`config.mk`:
```
export PLATFORM = sky130hd
export DESIGN_NAME = axil_reg_responder
export DESIGN_NICKNAME = d
export VERILOG_FILES = /design/src/rtl/axil_reg_pkg.sv /design/src/rtl/axil_reg_timeout.sv /design/src/rtl/axil_reg_responder.sv
export SDC_FILE = /design/constraint.sdc
export NUM_CORES = 1
export LEC_CHECK = 0
export CAP_MARGIN = 5
export CORE_MARGIN = 2
export CORE_UTILIZATION = 38
export CTS_BUF_LIST = sky130_fd_sc_hd__clkbuf_8
export DETAILED_ROUTE_END_ITERATION = 10
export PLACE_DENSITY = 0.85
export SYNTH_ARGS = -nofsm -noshare
export SYNTH_HDL_FRONTEND = slang
export SYNTH_SLANG_ARGS = --single-unit
```
`constraint.sdc`:
```
create_clock -name clk -period 1.7 [get_ports clk]
set_clock_uncertainty 0.1 [all_clocks]
set_input_delay 0.425 -clock clk [delete_from_list [all_inputs] [get_ports clk]]
set_output_delay 0.425 -clock clk [all_outputs]
set_load 0.02 [all_outputs]
```
`src/rtl/axil_reg_pkg.sv`:
```
// Shared response codes and FSM state type
// for the AXI-lite register responder.
package axil_reg_pkg;

  localparam logic [1:0] RESP_OKAY   = 2'b00;
  localparam logic [1:0] RESP_SLVERR = 2'b10;

  typedef enum logic [1:0] {
    ST_IDLE,
    ST_REQ,
    ST_RESP
  } reg_state_t;

endpackage

```
`src/rtl/axil_reg_timeout.sv`:
```
// Access timeout counter: counts unstalled request
// cycles and flags the cycle that reaches the limit.
module axil_reg_timeout #(
  parameter int TIMEOUT = 4
) (
  input  logic clk,
  input  logic rst,
  input  logic clear,
  input  logic run,
  input  logic hold,
  output logic expired
);

  localparam int CW = $clog2(TIMEOUT + 1);
  localparam logic [CW-1:0] LAST = CW'(TIMEOUT - 1);

  logic [CW-1:0] cnt;
  logic          step;

  assign step = run && !hold;
  // Flag combinationally so the request ends on
  // the TIMEOUT-th counted cycle, not one later.
  assign expired = step && (cnt == LAST);

  always_ff @(posedge clk) begin
    if (rst || clear) begin
      cnt <= '0;
    end else if (step && !expired) begin
      cnt <= cnt + 1'b1;
    end
  end

endmodule

```
`src/rtl/axil_reg_responder.sv`:
```
// AXI-lite slave bridging AW/W/B and AR/R traffic
// onto a simple request/ack register port.
module axil_reg_responder
  import axil_reg_pkg::*;
#(
  parameter int DATA_WIDTH = 32,
  parameter int ADDR_WIDTH = 16,
  parameter int STRB_WIDTH = DATA_WIDTH / 8,
  parameter int TIMEOUT    = 4
) (
  input  logic                  clk,
  input  logic                  rst,
  input  logic [ADDR_WIDTH-1:0] s_axil_awaddr,
  input  logic [2:0]            s_axil_awprot,
  input  logic                  s_axil_awvalid,
  output logic                  s_axil_awready,
  input  logic [DATA_WIDTH-1:0] s_axil_wdata,
  input  logic [STRB_WIDTH-1:0] s_axil_wstrb,
  input  logic                  s_axil_wvalid,
  output logic                  s_axil_wready,
  output logic [1:0]            s_axil_bresp,
  output logic                  s_axil_bvalid,
  input  logic                  s_axil_bready,
  input  logic [ADDR_WIDTH-1:0] s_axil_araddr,
  input  logic [2:0]            s_axil_arprot,
  input  logic                  s_axil_arvalid,
  output logic                  s_axil_arready,
  output logic [DATA_WIDTH-1:0] s_axil_rdata,
  output logic [1:0]            s_axil_rresp,
  output logic                  s_axil_rvalid,
  input  logic                  s_axil_rready,
  output logic [ADDR_WIDTH-1:0] reg_wr_addr,
  output logic [DATA_WIDTH-1:0] reg_wr_data,
  output logic [STRB_WIDTH-1:0] reg_wr_strb,
  output logic                  reg_wr_en,
  input  logic                  reg_wr_wait,
  input  logic                  reg_wr_ack,
  output logic [ADDR_WIDTH-1:0] reg_rd_addr,
  output logic                  reg_rd_en,
  input  logic [DATA_WIDTH-1:0] reg_rd_data,
  input  logic                  reg_rd_wait,
  input  logic                  reg_rd_ack
);

  localparam int ADDR_LSB = $clog2(STRB_WIDTH);

  reg_state_t wr_state;
  reg_state_t rd_state;

  logic aw_done;
  logic w_done;
  logic aw_hs;
  logic w_hs;
  logic aw_got;
  logic w_got;
  logic ar_hs;
  logic wr_expired;
  logic rd_expired;

  logic unused_ok;
  assign unused_ok = ^{s_axil_awprot,
                       s_axil_arprot,
                       s_axil_awaddr[ADDR_LSB-1:0],
                       s_axil_araddr[ADDR_LSB-1:0]};

  assign aw_hs  = s_axil_awvalid && s_axil_awready;
  assign w_hs   = s_axil_wvalid && s_axil_wready;
  assign aw_got = aw_done || aw_hs;
  assign w_got  = w_done || w_hs;
  assign ar_hs  = s_axil_arvalid && s_axil_arready;

  axil_reg_timeout #(
    .TIMEOUT (TIMEOUT)
  ) u_wr_timeout (
    .clk     (clk),
    .rst     (rst),
    .clear   (wr_state != ST_REQ),
    .run     (reg_wr_en),
    .hold    (reg_wr_wait),
    .expired (wr_expired)
  );

  axil_reg_timeout #(
    .TIMEOUT (TIMEOUT)
  ) u_rd_timeout (
    .clk     (clk),
    .rst     (rst),
    .clear   (rd_state != ST_REQ),
    .run     (reg_rd_en),
    .hold    (reg_rd_wait),
    .expired (rd_expired)
  );

  always_ff @(posedge clk) begin
    if (rst) begin
      wr_state       <= ST_IDLE;
      aw_done        <= 1'b0;
      w_done         <= 1'b0;
      s_axil_awready <= 1'b0;
      s_axil_wready  <= 1'b0;
      s_axil_bvalid  <= 1'b0;
      s_axil_bresp   <= RESP_OKAY;
      reg_wr_en      <= 1'b0;
      reg_wr_addr    <= '0;
      reg_wr_data    <= '0;
      reg_wr_strb    <= '0;
    end else begin
      unique case (wr_state)
        ST_IDLE: begin
          if (aw_hs) begin
            reg_wr_addr <= {s_axil_awaddr[ADDR_WIDTH-1:ADDR_LSB],
                            {ADDR_LSB{1'b0}}};
          end
          if (w_hs) begin
            reg_wr_data <= s_axil_wdata;
            reg_wr_strb <= s_axil_wstrb;
          end
          s_axil_awready <= !aw_got;
          s_axil_wready  <= !w_got;
          aw_done        <= aw_got;
          w_done         <= w_got;
          if (aw_got && w_got) begin
            aw_done   <= 1'b0;
            w_done    <= 1'b0;
            reg_wr_en <= 1'b1;
            wr_state  <= ST_REQ;
          end
        end
        ST_REQ: begin
          if (reg_wr_ack || wr_expired) begin
            reg_wr_en     <= 1'b0;
            s_axil_bvalid <= 1'b1;
            s_axil_bresp  <= reg_wr_ack ? RESP_OKAY
                                        : RESP_SLVERR;
            wr_state      <= ST_RESP;
          end
        end
        ST_RESP: begin
          if (s_axil_bready) begin
            s_axil_bvalid  <= 1'b0;
            s_axil_awready <= 1'b1;
            s_axil_wready  <= 1'b1;
            wr_state       <= ST_IDLE;
          end
        end
        default: begin
          wr_state <= ST_IDLE;
        end
      endcase
    end
  end

  always_ff @(posedge clk) begin
    if (rst) begin
      rd_state       <= ST_IDLE;
      s_axil_arready <= 1'b0;
      s_axil_rvalid  <= 1'b0;
      s_axil_rresp   <= RESP_OKAY;
      s_axil_rdata   <= '0;
      reg_rd_en      <= 1'b0;
      reg_rd_addr    <= '0;
    end else begin
      unique case (rd_state)
        ST_IDLE: begin
          s_axil_arready <= !ar_hs;
          if (ar_hs) begin
            reg_rd_addr <= {s_axil_araddr[ADDR_WIDTH-1:ADDR_LSB],
                            {ADDR_LSB{1'b0}}};
            reg_rd_en   <= 1'b1;
            rd_state    <= ST_REQ;
          end
        end
        ST_REQ: begin
          if (reg_rd_ack) begin
            reg_rd_en     <= 1'b0;
            s_axil_rvalid <= 1'b1;
            s_axil_rresp  <= RESP_OKAY;
            s_axil_rdata  <= reg_rd_data;
            rd_state      <= ST_RESP;
          end else if (rd_expired) begin
            reg_rd_en     <= 1'b0;
            s_axil_rvalid <= 1'b1;
            s_axil_rresp  <= RESP_SLVERR;
            s_axil_rdata  <= '0;
            rd_state      <= ST_RESP;
          end
        end
        ST_RESP: begin
          if (s_axil_rready) begin
            s_axil_rvalid  <= 1'b0;
            s_axil_arready <= 1'b1;
            rd_state       <= ST_IDLE;
          end
        end
        default: begin
          rd_state <= ST_IDLE;
        end
      endcase
    end
  end

endmodule

```
==> results of run 1 <==
==> synth_stat cells (2+ instances only) <==
cell type	n
sky130_fd_sc_hd__a21oi_1	105
sky130_fd_sc_hd__o21ai_1	4
sky130_fd_sc_hd__buf_4	9
sky130_fd_sc_hd__and4bb_2	2
sky130_fd_sc_hd__a21o_1	2
sky130_fd_sc_hd__buf_1	6
sky130_fd_sc_hd__buf_2	22
sky130_fd_sc_hd__nor2_1	5
sky130_fd_sc_hd__nand4bb_1	3
sky130_fd_sc_hd__o31ai_1	3
sky130_fd_sc_hd__buf_6	3
sky130_fd_sc_hd__a211oi_2	30
sky130_fd_sc_hd__and3b_1	2
sky130_fd_sc_hd__nand2b_1	5
sky130_fd_sc_hd__a211oi_1	4
sky130_fd_sc_hd__mux2i_1	2
sky130_fd_sc_hd__dfxtp_1	117
sky130_fd_sc_hd__clkbuf_1	11
sky130_fd_sc_hd__xnor2_1	2
sky130_fd_sc_hd__nor2b_1	3
sky130_fd_sc_hd__ha_1	4
sky130_fd_sc_hd__inv_1	8
sky130_fd_sc_hd__nand2_1	129
sky130_fd_sc_hd__nor3b_2	2
sky130_fd_sc_hd__o21a_1	5
sky130_fd_sc_hd__a31oi_1	33
sky130_fd_sc_hd__nor3_1	3
==> power by group through the flow <==
stage	registers, mW	clock network (mW)	logic, mW
floorplan	3.17	0	0.460
global placement	3.01	0	1.22
detailed placement	3.03	0	1.26
CTS	2.96	2.55	1.21
global route	2.98	2.68	1.29
finish	2.96	2.48	1.20
==> state kept, by name (all words and copies together), names as in the netlist, 2 cells and up <==
signal            cells
u_wr_timeout.cnt      3
u_rd_timeout.cnt      3
rd_state              2
reg_wr_data          32
wr_state              2
reg_wr_addr          14
reg_rd_addr          14
reg_wr_strb           4
s_axil_rdata         32
==> cell families (layout without fill, tap and decap cells) <==
family          Yosys count  count (layout)  share of synthesized area (%)
compound gates          188             188                           26.5
fa+ha+maj                 4               4                           1.06
buf+inv                  59             272                           6.48
flops                   117             117                           49.7
xor+xnor                  2               2                          0.372
mux                       2               2                          0.425
other cells               1               6                         0.0796
simple gates            161             161                           15.3
==> area by class of cell <==
| type | instances | area (µm²) | share of cell area, % |
|---|---|---|---|
| timing repair buffer | 235 | 2280 | 30.7 |
| sequential | 117 | 2350 | 31.6 |
| multi-input combinational | 363 | 2170 | 29.2 |
| clock inverter | 7 | 81.3 | 1.10 |
| clock buffer | 22 | 303 | 4.08 |
| inverter | 8 | 30.0 | 0.404 |
| tap | 168 | 210 | 2.83 |
==> repair_timing <==
| item | 4_1_cts | 5_1_grt |
|---|---|---|
| cloned | 2 | 0 |
| pin swaps | 0 | 15 |
| buffers inserted | 5 | 2 |
| resized for setup | 130 | 38 |
| setup endpoints to repair | 137 | 46 |
==> worst paths after layout <==
kind,cells after the start,slack (ns),to
max,6,-0.02,s_axil_rdata[2]$_SDFFE_PP0P_
min,2,0.23,s_axil_rresp[1]$_SDFFE_PP0P_
max reg2reg,6,-0.02,s_axil_rdata[2]$_SDFFE_PP0P_
min reg2reg,2,0.35,reg_wr_data[3]$_SDFFE_PP0P_
==> routing by layer <==
layer	vias up	global-route usage (%)	routed length [µm]
met5	-	0	0
met4	0	14.9	771
met3	62	5.22	714
met2	195	35.6	7280
met1	2216	24.2	5500
li1	2273	-	-
==> cell usage in the layout, fill, tap and decap left out, types with 3 or more instances in the layout <==
cell                              instances
sky130_fd_sc_hd__a31oi_1                 33
sky130_fd_sc_hd__o21ai_1                  3
sky130_fd_sc_hd__nand2b_1                 5
sky130_fd_sc_hd__nor3_1                   3
sky130_fd_sc_hd__clkbuf_8                22
sky130_fd_sc_hd__a211oi_2                31
sky130_fd_sc_hd__buf_6                    3
sky130_fd_sc_hd__buf_12                   8
sky130_fd_sc_hd__nand2_1                129
sky130_fd_sc_hd__buf_4                   14
sky130_fd_sc_hd__dfxtp_2                  4
sky130_fd_sc_hd__clkdlybuf4s50_1        104
sky130_fd_sc_hd__o31ai_1                  3
sky130_fd_sc_hd__dfxtp_1                113
sky130_fd_sc_hd__buf_2                    3
sky130_fd_sc_hd__clkdlybuf4s15_2          3
sky130_fd_sc_hd__conb_1                   6
sky130_fd_sc_hd__a21oi_1                105
sky130_fd_sc_hd__nand4bb_1                3
sky130_fd_sc_hd__clkdlybuf4s15_1         21
sky130_fd_sc_hd__inv_1                   11
sky130_fd_sc_hd__o21a_1                   5
sky130_fd_sc_hd__nor2_1                   5
sky130_fd_sc_hd__dlygate4sd2_1           77
==> metrics by stage <==
stage	util, %	cell area (µm²)	TNS (ns)	setup slack [ns]
final	61.6	7430	-0.0583	-0.0201
after CTS	61.7	7440	-0.379	-0.0341
after floorplan	-	4730	0	0.0161
after detailed placement	58.3	7030	-16.12	-0.262
after global placement	58.3	7030	-13.17	-0.209
after global routing	61.6	7430	-0.485	-0.0659
==> out/metrics.json, run 1 <==
{
  "vdd_drop_max": {"value": 0.000430, "unit": "V"},
  "finalSetupViolCount": {"value": 4},
  "holdBufCountCts": {"value": 0},
  "drt_drc_violations_left": {"value": 0},
  "die-height": {"value": 115, "unit": "µm"},
  "synthTopCellsByArea": {"value": "sky130_fd_sc_hd__dfxtp_1 (50%), sky130_fd_sc_hd__a21oi_1 (11%), sky130_fd_sc_hd__nand2_1 (10%)"},
  "power-per-cell-area": {"value": 895, "unit": "nW/µm²"},
  "dp_hpwl": {"value": 10100, "unit": "µm"},
  "sequential_element_share_of_the_synthesized_area": {"value": 49.7, "unit": "%"},
  "layout_worst_path_cycle_share": {"value": 101, "unit": "%"},
  "netlist-cell-type-count": {"value": 37},
  "clk_path_buf_depth": {"value": 2},
  "synthFlopType": {"value": "sky130_fd_sc_hd__dfxtp_1"},
  "drtPass1Iterations": {"value": 4},
  "slew_viol_final": {"value": 0},
  "cts.htree.levels": {"value": 4},
  "vias_per_cell": {"value": 5.16},
  "netSwitchingPower": {"value": 1.75, "unit": "mW"},
  "grt_util_all_layers": {"value": 21.4, "unit": "%"},
  "grt_setup_unrepaired": {"value": "yes"},
  "critical_path.startpoint": {"value": "u_rd_timeout.cnt[1]$_SDFFE_PP0P_"},
  "drive_above_1_share": {"value": 14.4, "unit": "%"},
  "kind_of_critical_path": {"value": "reg2reg"},
  "grt-ovfl-total": {"value": 0},
  "synth_enable_flop_cells": {"value": 0},
  "wire_per_inst": {"value": 15.5, "unit": "µm"},
  "insertion_delay": {"value": 0.42, "unit": "ns"},
  "postRouteAntennaNets": {"value": 0},
  "grt_pass1_vias": {"value": 4653},
  "total_via_count_after_detailed_routing": {"value": 4746},
  "netlist.top_cell.by_area": {"value": "sky130_fd_sc_hd__dfxtp_1"},
  "finalNetCount": {"value": 863},
  "netSwitchingFraction": {"value": 26.4, "unit": "%"},
  "worst_hold_startpoint": {"value": "reg_rd_ack"},
  "max_cap_viol_count": {"value": 0},
  "final.hold.worst_slack": {"value": 0.228, "unit": "ns"},
  "critical_path.slowest_cell": {"value": "sky130_fd_sc_hd__dfxtp_2"},
  "floorplan.initialDensity": {"value": 39.0, "unit": "%"},
  "insertedDiodeCount": {"value": 0},
  "cp_num_buf_inv": {"value": 1},
  "clk_pin_slew_worst_paths": {"value": 0.07, "unit": "ns"},
  "drt_iter0_drc": {"value": 304},
  "die_area": {"value": 13300, "unit": "µm²"},
  "ctsRootBufferMaster": {"value": "sky130_fd_sc_hd__clkbuf_8"},
  "worst-endpoint-required": {"value": 1.95, "unit": "ns"},
  "intPower": {"value": 4.90, "unit": "mW"},
  "largest_net_degree_at_the_start_of_global_routing": {"value": 65},
  "worst_path_dominant_cell_family": {"value": "simple AND/OR/NAND/NOR gates"},
  "antenna_found_initial": {"value": 0},
  "violations": {"value": "negative setup slack"},
  "flow.area_growth_from_synthesis": {"value": 57.7, "unit": "%"},
  "grt_pass1_wl": {"value": 22400, "unit": "µm"},
  "dp_cells": {"value": 886},
  "totalPowerFinal": {"value": 6.65, "unit": "mW"},
  "worstReg2RegStart": {"value": "u_rd_timeout.cnt[1]$_SDFFE_PP0P_"},
  "share_seq_of_total_power": {"value": 44.6, "unit": "%"},
  "drt_wl_total": {"value": 14300, "unit": "µm"},
  "clock_sink_count": {"value": 117},
  "syn_avg_cell_area": {"value": 8.82, "unit": "µm²"},
  "hold_violations": {"value": 0},
  "floorplan.core_area": {"value": 12100, "unit": "µm²"},
  "placementRows": {"value": 40},
  "clock.fmax": {"value": 0.581, "unit": "GHz"},
  "path_cells": {"value": "ha_4 > ha_4 > and3b_2 > or2_4 > buf_6 > a211oi_2"},
  "filler_cell_count": {"value": 1027},
  "power_leakage": {"value": 2.99, "unit": "nW"},
  "synth.top_cell.area_share": {"value": 49.7, "unit": "%"},
  "layoutNonFillerInstCount": {"value": 920},
  "clock_power_share": {"value": 37.4, "unit": "%"},
  "io_buffers": {"value": 211},
  "postSynthRegisterBits": {"value": 117},
  "cp-start-kind": {"value": "register"},
  "comb_power_share": {"value": 18.1, "unit": "%"},
  "async_flop_share": {"value": 0, "unit": "%"},
  "critPathMaxStageDelay": {"value": 0.34, "unit": "ns"},
  "final_period_minus_worst_setup_slack": {"value": 1.72, "unit": "ns"},
  "crit_path_frequent_cell": {"value": "sky130_fd_sc_hd__ha_4"},
  "cts_tree": {"value": "done"},
  "die_width": {"value": 115, "unit": "µm"},
  "globalplace.congestion": {"value": 0.761},
  "sort_of_element_at_the_end_of_the_critical_path": {"value": "register"},
  "post_synth_inst_count": {"value": 534},
  "largest_fanout_of_any_net_on_the_critical_path": {"value": 9},
  "number_of_buffers_inserted_during_clock_tree_synthesis": {"value": 17},
  "design.portCount": {"value": 228},
  "final.setup.worst_slack": {"value": -0.0201, "unit": "ns"},
  "timing.critical_path.arrival": {"value": 1.97, "unit": "ns"},
  "class_of_the_tightest_hold_or_removal_check": {"value": "in2reg"},
  "yosysWarningCount": {"value": 0},
  "status": {"value": "complete, but fails checks"},
  "netlist_area": {"value": 4710, "unit": "µm²"}
}
Note: power is estimated with default switching activity, not from simulation.
==> run 2, diff against run 1 <==
--- a/config.mk
+++ b/config.mk
@@ -7,10 +7,10 @@
 export LEC_CHECK = 0
 export CAP_MARGIN = 5
 export CORE_MARGIN = 2
-export CORE_UTILIZATION = 38
+export CORE_UTILIZATION = 45
 export CTS_BUF_LIST = sky130_fd_sc_hd__clkbuf_8
 export DETAILED_ROUTE_END_ITERATION = 10
-export PLACE_DENSITY = 0.85
+export PLACE_DENSITY = 0.94
 export SYNTH_ARGS = -nofsm -noshare
 export SYNTH_HDL_FRONTEND = slang
 export SYNTH_SLANG_ARGS = --single-unit
==> constraint.sdc (replaced) <==
create_clock -name clk -period 2.2 [get_ports clk]
set_clock_uncertainty 0.1 [all_clocks]
set_input_delay 0.55 -clock clk [delete_from_list [all_inputs] [get_ports clk]]
set_output_delay 0.55 -clock clk [all_outputs]
set_load 0.02 [all_outputs]
==> out/metrics.json, run 2 (same netlist as run 1, synthesis figures left out) <==
{
  "critical_path.slowest_cell": {"value": "sky130_fd_sc_hd__clkdlybuf4s50_1"},
  "filler_cell_count": {"value": 753},
  "total_via_count_after_detailed_routing": {"value": 4637},
  "number_of_buffers_inserted_during_clock_tree_synthesis": {"value": 17},
  "hold_violations": {"value": 0},
  "floorplan.initialDensity": {"value": 46.0, "unit": "%"},
  "design.portCount": {"value": 228},
  "biggestRegsByFlops": {"value": "reg_wr_data (32), s_axil_rdata (32)"},
  "slew-limit-headroom": {"value": 60.2, "unit": "%"},
  "grt_pass1_vias": {"value": 4669},
  "vdd_drop_max": {"value": 0.000465, "unit": "V"},
  "path_cells": {"value": "clkdlybuf4s50_1"},
  "worst_path_dominant_cell_family": {"value": "buffers and inverters"},
  "insertion_delay": {"value": 0.42, "unit": "ns"},
  "cts_tree": {"value": "done"},
  "cts_repair_resize_count": {"value": 0},
  "dp_hpwl": {"value": 9970, "unit": "µm"},
  "worst-slew-pin-transition": {"value": 0.596, "unit": "ns"},
  "class_of_the_tightest_hold_or_removal_check": {"value": "reg2reg"},
  "max_cap_viol_count": {"value": 0},
  "insertedDiodeCount": {"value": 0},
  "timing.critical_path.arrival": {"value": 1.48, "unit": "ns"},
  "wire_per_inst": {"value": 16.0, "unit": "µm"},
  "drt_iter0_drc": {"value": 198},
  "drt_drc_violations_left": {"value": 0},
  "largest_fanout_of_any_net_on_the_critical_path": {"value": 5},
  "antenna_found_initial": {"value": 0},
  "drtPass1Iterations": {"value": 6},
  "cts.htree.levels": {"value": 4},
  "ff2ff_setup_slack": {"value": 0.40, "unit": "ns"},
  "power-per-cell-area": {"value": 719, "unit": "nW/µm²"},
  "drt_wl_total": {"value": 14100, "unit": "µm"},
  "finalSetupViolCount": {"value": 0},
  "finalNetCount": {"value": 854},
  "cp_num_buf_inv": {"value": 1},
  "status": {"value": "finished clean"},
  "drive_above_1_share": {"value": 11.0, "unit": "%"},
  "worst_r2r_path_depth": {"value": 6},
  "clk_pin_slew_worst_paths": {"value": 0.06, "unit": "ns"},
  "die-height": {"value": 106, "unit": "µm"},
  "cts_setup_buffers": {"value": 0},
  "layout_worst_path_cycle_share": {"value": 96.9, "unit": "%"},
  "globalplace.congestion": {"value": 0.789},
  "timing.setup.tns": {"value": 0, "unit": "ns"},
  "area_occupied_by_multi_input_gates": {"value": 2100, "unit": "µm²"},
  "critPathMaxStageDelay": {"value": 0.66, "unit": "ns"},
  "holdPathStages": {"value": 2},
  "power_leakage": {"value": 2.54, "unit": "nW"},
  "clock_sink_count": {"value": 117},
  "cp-start-kind": {"value": "register"},
  "die_width": {"value": 106, "unit": "µm"},
  "flow.area_growth_from_synthesis": {"value": 55.3, "unit": "%"},
  "final_period_minus_worst_setup_slack": {"value": 2.13, "unit": "ns"},
  "kind_of_critical_path": {"value": "reg2out"},
  "vias_per_cell": {"value": 5.27},
  "worst-endpoint-required": {"value": 1.55, "unit": "ns"},
  "grt_setup_unrepaired": {"value": "no"},
  "layout_common_cells": {"value": "sky130_fd_sc_hd__clkdlybuf4s50_1 (209), sky130_fd_sc_hd__nand2_1 (129), sky130_fd_sc_hd__dfxtp_1 (117), sky130_fd_sc_hd__a21oi_1 (105), sky130_fd_sc_hd__a31oi_1 (33)"},
  "slew_viol_final": {"value": 0},
  "placementRows": {"value": 37},
  "sort_of_element_at_the_end_of_the_critical_path": {"value": "output pin"},
  "ctsRootBufferMaster": {"value": "sky130_fd_sc_hd__clkbuf_8"},
  "cp_num_cells": {"value": 1},
  "holdBufCountCts": {"value": 0},
  "seq_cell_area": {"value": 2340, "unit": "µm²"},
  "die_area": {"value": 11300, "unit": "µm²"},
  "grt-ovfl-total": {"value": 0},
  "largest_net_degree_at_the_start_of_global_routing": {"value": 46},
  "grt_util_all_layers": {"value": 24.7, "unit": "%"},
  "postRouteAntennaNets": {"value": 0},
  "clock.fmax": {"value": 0.469, "unit": "GHz"},
  "io_buffers": {"value": 211},
  "most_common_cell_after_layout_fill_and_taps_aside": {"value": "sky130_fd_sc_hd__clkdlybuf4s50_1"},
  "clk_path_buf_depth": {"value": 2},
  "postLayoutCoreUtil": {"value": 71.5, "unit": "%"},
  "floorplan.core_area": {"value": 10200, "unit": "µm²"},
  "grt_pass1_wl": {"value": 22400, "unit": "µm"}
}
run 2: path summary, 6_finish.rpt:
check | from | end
worst max-delay path | s_axil_wready$_SDFFE_PP0P_ | s_axil_wready
worst min-delay path | reg_rd_addr[15]$_SDFFE_PP0P_ | reg_rd_addr[15]$_SDFFE_PP0P_
worst max register to register | u_rd_timeout.cnt[0]$_SDFFE_PP0P_ | s_axil_rdata[31]$_SDFFE_PP0P_
worst min register to register | reg_rd_addr[15]$_SDFFE_PP0P_ | reg_rd_addr[15]$_SDFFE_PP0P_
run 2: power by group:
group / switching (mW) / internal, mW
Combinational: 0.489 / 0.471
Clock: 0.820 / 1.19
Sequential: 0.0661 / 2.22
Total: 1.37 / 3.88
run 2: final cells by class:
cell class	instances	share of cell area, %
multi-input combinational	363	28.7
sequential	117	32.0
tap	136	2.33
timing repair buffer	226	31.0
clock buffer	20	3.76
inverter	8	0.411
clock inverter	10	1.80
run 2: layer usage:
metal / up-vias / routed length, µm / GRT usage, %
met3: 47 / 586 / 5.03
li1: 2254 / - / -
met2: 159 / 7290 / 43.7
met4: 0 / 595 / 14.6
met1: 2177 / 5640 / 27.3
met5: - / 0 / 0
run 2: per-stage QoR:
step / setup slack (ns) / total power, mW / instance area [µm²] / cells / hold WS [ns]
floorplan: 0.482 / 2.80 / 4730 / 539 / 0.342
global placement: 0.110 / 3.25 / 6910 / 850 / 0.341
detailed placement: 0.0635 / 3.29 / 6910 / 850 / 0.346
CTS: 0.0468 / 5.30 / 7310 / 880 / 0.354
global route: 0.0232 / 5.47 / 7310 / 880 / 0.373
finish: 0.0682 / 5.26 / 7310 / 880 / 0.352
